### src/rtl/cp0_exc.sv
// cp0_exc: coprocessor-0 exception controller. Holds SR, Cause, EPC and PRId,
// decides exception/interrupt entry at the M-stage commit point and drives
// the pipeline-wide int_req used to flush stages and redirect fetch.
module cp0_exc #(
   parameter logic [31:0] PRID = 32'h0000_0007
) (
   input  logic        clk,
   input  logic        reset,
   input  logic        en,
   input  logic [4:0]  addr,
   input  logic [31:0] wdata,
   output logic [31:0] rdata,
   input  logic [31:0] pc_in,
   input  logic        bd_in,
   input  logic [4:0]  exccode_in,
   input  logic [5:0]  hwint,
   input  logic        eret_in,
   output logic        int_req,
   output logic [31:0] epc_out
);

   logic [5:0]  im_q, im_d;
   logic        exl_q, exl_d;
   logic        ie_q, ie_d;
   logic        bd_q, bd_d;
   logic [5:0]  ip_q, ip_d;
   logic [4:0]  exccode_q, exccode_d;
   logic [31:0] epc_q, epc_d;

   logic        irq;
   logic        exc;
   logic [31:0] pc_al;
   logic [31:0] sr_val;
   logic [31:0] cause_val;

   // Entry decision: unmasked interrupt or committing exception, both blocked while EXL is set
   always_comb begin
      irq     = (|(hwint & im_q)) & ie_q & ~exl_q;
      exc     = (exccode_in != 5'd0) & ~exl_q;
      int_req = irq | exc;
   end

   // EPC candidate: word-aligned PC, backed up one word for a delay-slot instruction (wraps mod 2^32)
   always_comb begin
      pc_al = pc_in & ~32'h0000_0003;
   end

   // Next-state: exception entry overrides mtc0/eret; Cause.IP always tracks hwint
   always_comb begin
      im_d      = im_q;
      exl_d     = exl_q;
      ie_d      = ie_q;
      bd_d      = bd_q;
      exccode_d = exccode_q;
      epc_d     = epc_q;
      ip_d      = hwint;
      if (int_req) begin
         exl_d     = 1'b1;
         exccode_d = irq ? 5'd0 : exccode_in;
         bd_d      = bd_in;
         epc_d     = bd_in ? (pc_al - 32'd4) : pc_al;
      end else begin
         if (en) begin
            case (addr)
               5'd12: begin
                  im_d  = wdata[15:10];
                  exl_d = wdata[1];
                  ie_d  = wdata[0];
               end
               5'd14: epc_d = wdata;
               default: ;
            endcase
         end
         if (eret_in) begin
            exl_d = 1'b0;
         end
      end
   end

   // CP0 state registers, cleared asynchronously on reset
   always_ff @(posedge clk or negedge reset) begin
      if (!reset) begin
         im_q      <= 6'd0;
         exl_q     <= 1'b0;
         ie_q      <= 1'b0;
         bd_q      <= 1'b0;
         ip_q      <= 6'd0;
         exccode_q <= 5'd0;
         epc_q     <= 32'd0;
      end else begin
         im_q      <= im_d;
         exl_q     <= exl_d;
         ie_q      <= ie_d;
         bd_q      <= bd_d;
         ip_q      <= ip_d;
         exccode_q <= exccode_d;
         epc_q     <= epc_d;
      end
   end

   // mfc0 read mux; unimplemented SR/Cause bits and unknown registers read zero
   always_comb begin
      sr_val    = {16'd0, im_q, 8'd0, exl_q, ie_q};
      cause_val = {bd_q, 15'd0, ip_q, 3'd0, exccode_q, 2'd0};
      case (addr)
         5'd12:   rdata = sr_val;
         5'd13:   rdata = cause_val;
         5'd14:   rdata = epc_q;
         5'd15:   rdata = PRID;
         default: rdata = 32'd0;
      endcase
   end

   assign epc_out = epc_q;

endmodule

### config.mk
export PLATFORM = sky130hd
export DESIGN_NAME = cp0_exc
export DESIGN_NICKNAME = d
export VERILOG_FILES = /design/src/rtl/cp0_exc.sv
export SDC_FILE = /design/constraint.sdc
export NUM_CORES = 1
export LEC_CHECK = 0
export CAP_MARGIN = 20
export CORE_MARGIN = 3
export CORE_UTILIZATION = 42
export CTS_CLUSTER_DIAMETER = 30
export CTS_CLUSTER_SIZE = 16
export DETAILED_ROUTE_END_ITERATION = 8
export PLACE_DENSITY_LB_ADDON = 0.15
export REMOVE_ABC_BUFFERS = 1
export SLEW_MARGIN = 0
export SYNTH_ARGS = -nofsm -noshare
export SYNTH_HDL_FRONTEND = slang
export SYNTH_SLANG_ARGS = --single-unit
export TNS_END_PERCENT = 10
### constraint.sdc
create_clock -name clk -period 2.35 [get_ports clk]
set_clock_uncertainty 0.2 [all_clocks]
set_input_delay 0.47 -clock clk [delete_from_list [all_inputs] [get_ports clk]]
set_output_delay 0.47 -clock clk [all_outputs]
set_load 0.005 [all_outputs]
==> flow_summary.toml <==
[status]
run_status = "finished clean"

[clock_network]
clk_latency_ps = 310
clkTransAtPathRegs_ps = 100
root_buffer = "clkbuf_8"
cts_tree = "done"
cts.sinks = 52
max-clock-path-buffers = 2
cts_buffers = 5
htreeDepth = 2

[grt]
grt_pass1_wl_um = 17500
grtUsageTotal_pct = 24.9
use_met3_pct = 3.35
antenna_found_initial = 0
grt_pass1_vias = 3500
overflow = 0
use_met1_pct = 33.1
grt_max_degree = 64
met2_usage_pct = 42.3
busiest_layer = "met2"

[logic_synthesis]
yosysWarnings = 0
ys_seq_elements = 52
synth-main-ff-cell = "dfrtp_1"
synth_edf_count = 0
ys_types = 47
netlist_area_um2 = 3310
synth_cells = 353
syn_area_per_cell_um2 = 9.36
postSynth.asyncResetShare_pct = 100
yosysSeqAreaShare_pct = 39.4

[final_layout]
num_antenna_cells = 0
num-fill-cells = 573
final_cells = 652
stdcell_area_um2 = 5580
final_common_cell = "clkdlybuf4s50_1"
area_growth_pct = 68.7
mostFrequentLayoutCells = "clkdlybuf4s50_1 (99), dfrtp_1 (52), buf_4 (50), a21oi_1 (30), nand2_1 (26)"
drive_gt1_share_pct = 24.4
fin_nets = 638

[critical_path]
crit_required_ps = 1680
critPathSlowestCell = "or4_4"
startpoint_type = "input pin"
path_buf_inv = 3
worstSetupPathType = "input pin to output pin"
setup.worst_path.end_class = "output pin"
path_max_fanout = 2
worstReg2RegStart = "im_q[1]"
critPathMaxStageDelay_ps = 550
path_cells = "dlygate4sd2_1, or4_4, nor2_2, a21o_1, inv_2, clkbuf_2"
critPathTopFamily = "simple AND/OR/NAND/NOR gates"
worstPathArrival_ps = 1680
critPathLaunch = "exccode_in[3]"

[power]
total_power_mw = 3.99
peakVddDrop_v = 0.000549
power_density_nw_per_um2 = 715
p_leak_nw = 2.42

[timing]
tns_ps = 0
rsz0062_at_grt = "yes"
post-route-min-period_ps = 2350
setup_viol = 0
fin_ws_ps = 4.91
slew_violations = 0
clock.fmax_mhz = 426
post-route-period-util_pct = 99.8
worst_pin_slew_ps = 467
hold_viol = 0
maxSlewHeadroom_pct = 68.8

[floorplan]
die_area_um2 = 8970
die_h_um = 94.7
start_util_pct = 44.4
io-pin-count = 150
rows = 31
core_area_um2 = 7450
die_x_um = 94.7

[placed_design]
dpl.cell_count = 633
place.gp.congestion = 0.811
dp_slack_ps = -524
placed_cell_area_um2 = 5300
io_buffer_count = 147
hpwl_um = 7900

[min_path]
worstHoldStart = "hwint[0]"
hold_path_class = "input pin to flop"

[drt]
drt-wirelength-per-cell_um = 17.6
drt_wl_total_um = 11500
viasPerCell = 5.37
drt_iter0_drc = 147
ant_nets = 0
dr.pass1.iters = 4
post-route-drc-count = 0
via_count = 3504

[run]
maxCapViolCount = 0
[synth_stat cells, types with 2 or more instances]
cell type,count,area share [%]
nand3_1,6,0.91
clkbuf_1,13,1.5
or3_1,5,0.95
mux2i_1,17,5.1
nor3_2,2,0.61
a22oi_1,5,1.1
xor2_1,4,1.1
nor2b_1,23,4.4
inv_1,3,0.34
nand4_4,2,1.3
o21ai_0,12,1.8
a22o_1,3,0.79
a21oi_1,30,4.5
nor4_2,6,2.3
dfrtp_1,52,39
nand2_1,26,3.0
buf_2,6,0.91
mux2_2,7,2.4
a211oi_1,22,5.0
nor2_1,26,3.0
xnor2_1,24,6.4
nor3_1,10,1.5
nand4_1,3,0.57
and3_1,19,3.6
buf_4,3,0.68
nor4_1,3,0.57
[through the flow]
stage,util [%],hold slack [ps]
6_report,74.9,101
5_1_grt,74.9,88.4
4_1_cts,74.4,292
3_5_place_dp,71.1,115
3_3_place_gp,71.1,111
2_1_floorplan,-,-25.6
[cell type report]
type / instances / area, µm² / area share, %
clock buffers: 5 / 68.8 / 1.23
flip-flops and latches: 52 / 1300 / 23.3
clock inverters: 3 / 27.5 / 0.494
well taps: 99 / 124 / 2.22
inverters: 4 / 15.0 / 0.269
multi-input cells: 274 / 1990 / 35.7
repair buffers: 215 / 2050 / 36.8
[report_power, final]
group | switching, mW | leakage, nW | internal, mW
clock | 0.335 | 0.0463 | 0.220
sequential | 0.284 | 0.616 | 1.25
combinational | 0.809 | 1.76 | 1.09
[path summary, 6_finish.rpt]
kind	to	slack, ps	cells after the start
min in group asynchronous	im_q[4]	300	2
worst min register to register	exccode_q[2]	290	2
max in group asynchronous	epc_out[21]	1060	3
worst max-delay path	int_req	5	6
worst min-delay path	ip_q[0]	100	1
worst max register to register	epc_out[25]	240	7
[repair_timing]
| action | CTS | global route |
|---|---|---|
| gates resized for setup | 80 | 52 |
| endpoints found under the hold margin | 6 | 0 |
| buffers inserted | 5 | 2 |
| cloned | 3 | 0 |
| endpoints found under the setup margin | 64 | 57 |
| pin swaps | 6 | 10 |
| hold buffers | 1 | 0 |
[per-layer routing]
metal / routed length (µm) / vias to the layer above
li1: - / 1674
met1: 4830 / 1700
met2: 5830 / 116
met3: 642 / 14
met4: 175 / 0
met5: 0 / -
[registers in the layout, summed over array words and instances (netlist names)]
name	count
ip_q	6
exl_q	1
im_q	6
epc_out	32
bd_q	1
exccode_q	5
ie_q	1
[worst register-to-register path: stages (launching register included)]
cell and delay (ps):
dfrtp_1 410, a22o_1 290, o31ai_4 270, a21o_1 180, inv_2 50, buf_6 240, a211oi_1 270, a21oi_1 70
[cell families (layout without fill, tap and decap cells)]
kind of cell	after synthesis	count (layout)	share of synthesized area, %
flip-flops	52	52	39.4
buffers and inverters	27	227	3.63
adder cells (fa/ha/maj)	1	1	0.378
AND/OR/NAND/NOR	143	143	26.3
AO/OA/AOI/OAI	78	78	15.3
XOR/XNOR	28	28	7.42
multiplexers	24	24	7.53
(Power assumes the default switching activity.)
==> RTL change (same settings) <==
Take the reset off `im_q` and `ip_q` and load them in a clocked block of their own.
--- a/src/rtl/cp0_exc.sv
+++ b/src/rtl/cp0_exc.sv
@@ -82,3 +82,2 @@
       if (!reset) begin
-         im_q      <= 6'd0;
          exl_q     <= 1'b0;
@@ -86,3 +85,2 @@
          bd_q      <= 1'b0;
-         ip_q      <= 6'd0;
          exccode_q <= 5'd0;
@@ -90,3 +88,2 @@
       end else begin
-         im_q      <= im_d;
          exl_q     <= exl_d;
@@ -94,3 +91,2 @@
          bd_q      <= bd_d;
-         ip_q      <= ip_d;
          exccode_q <= exccode_d;
@@ -98,2 +94,7 @@
       end
+   end
+
+   always_ff @(posedge clk) begin
+      im_q <= im_d;
+      ip_q <= ip_d;
    end
Check against the original RTL: not equivalent (a bounded check fails within 4 cycles, from zero or initial values and one cycle with reset low).
==> RTL change against the unedited design <==
  * The flow now finishes with violations (setup timing)
  * Cell area rose by 4.8%
  * Worst setup slack got worse by 0.070 ns
  * Final cell count rose by 5.1%
  * Maximum frequency fell by 2.9%
  * Power rose by 0.49%
  * Hold slack improved by 0.13 ns
  * Clock power fell by 3%
  * Non-clock buffer count rose by 22
  * Register-to-register slack improved by 0.03 ns
  * Synthesized area rose by 4.3%
  * Sequential cell count did not move
  * Synthesized cell count rose by 4.5%
  * Wire length rose by 11%
  * Largest cell class unchanged
  * Highest routed layer unchanged
==> RTL change: results (changes against the unedited design) <==
- Routed wire length: 12700 microns (+11%)
- Initial antenna violation count: 1 (+1)
- Combinational fraction of design power: 0.490 (+0.014)
- Final instance area: 5847 sq um (+4.8%)
- Clock network power share: 0.134 (-0.005)
- Setup TNS: -0.1219 ns (-0.1219 ns)
- Outcome: complete, but fails checks
- Count of plain and timing-repair buffers: 237 (+10%)
- Max rail drop VDD: 0.0004826 V (-12%)
- Placed insts: 666 (+5.2%)
- Mapped Avg Cell Area: 9.342 sq um (-0.24%)
- Final WS setup: -0.06557 ns (-0.07048 ns)
- Failing checks: setup timing
- RePlAce Congestion: 0.8189 (+0.92%)
- Pleak: 2.647 nW (+9.4%)
- Crit path DAT: 2.44 ns (+0.76 ns)
- Met1 WL: 5123 microns (+6.0%)
- Ant diodes: 1 (+1)
- Total net switching power: 1.425 mW (-0.25%)
- Largest net degree at the start of global routing: 41 (-36%)
- Dpl ws: -0.5339 ns (-0.009938 ns)
- Half-perimeter wire length after placement: 8948 microns (+13%)
- Vias in the first global route: 3979 (+14%)
- Initial drt markers: 183 (+24%)
- Fill count: 584 (+1.9%)
- Multi-input gates: 281 (+2.6%)
- Commonest cells in the netlist: dfrtp_1, and3_1, mux2i_1
- Share of cells above drive strength 1: 0.2577 (+0.01361)
- Grt met1 use: 0.3340 (+0.002818)
- CLK BUF: 6 (+1)
- CP peak stage delay: 0.57 ns (+0.02 ns)
- FFs w/ async S/R, synth: 0.7692 (-0.2308)
- Slew HR: 0.7430 (+0.05456)
- Placed cell areas: 5550 sq um (+4.8%)
- First-pass GRT wire length: 19380 microns (+11%)
- # setup viols final: 4 (+4)
- Vias per cell: 5.752 (+7.0%)
- EDFF count, synth: 6 (+6)
- Yosys cell types: 50 (+6.4%)
- Grt met3 use: 0.05190 (+0.01843)
- Met2 Wirelength: 6454 microns (+11%)
## RTL change: changes by cell type in the layout (fill, tap and decap cells not counted), moves of 17 or more
cell,unedited run,this run
a21oi_1,30,10
a31oi_1,1,18
a21boi_0,0,17
a211oi_1,20,0
xnor2_1,24,2
nor2b_1,22,0
buf_4,50,71
## RTL change: final timing paths
kind                              startpoint            to  slack (ns)  cells past startpoint
worst max-delay path               pc_in[22]   epc_out[26]       -0.07                      5
worst min-delay path                hwint[5]       ip_q[5]        0.23                      1
worst max register to register       im_q[3]       im_q[3]        0.27                      5
worst min register to register  exccode_q[1]  exccode_q[1]        0.30                      1
max in group asynchronous              reset   epc_out[24]        1.28                      3
min in group asynchronous              reset         exl_q        0.47                      3
## RTL change: kinds of logic after synthesis
family	share of synthesized area
simple gates	0.2672
xor+xnor	0.02795
buf+inv	0.05299
fa+ha+maj	0.003629
compound gates	0.1655
flops	0.3775
mux	0.1053
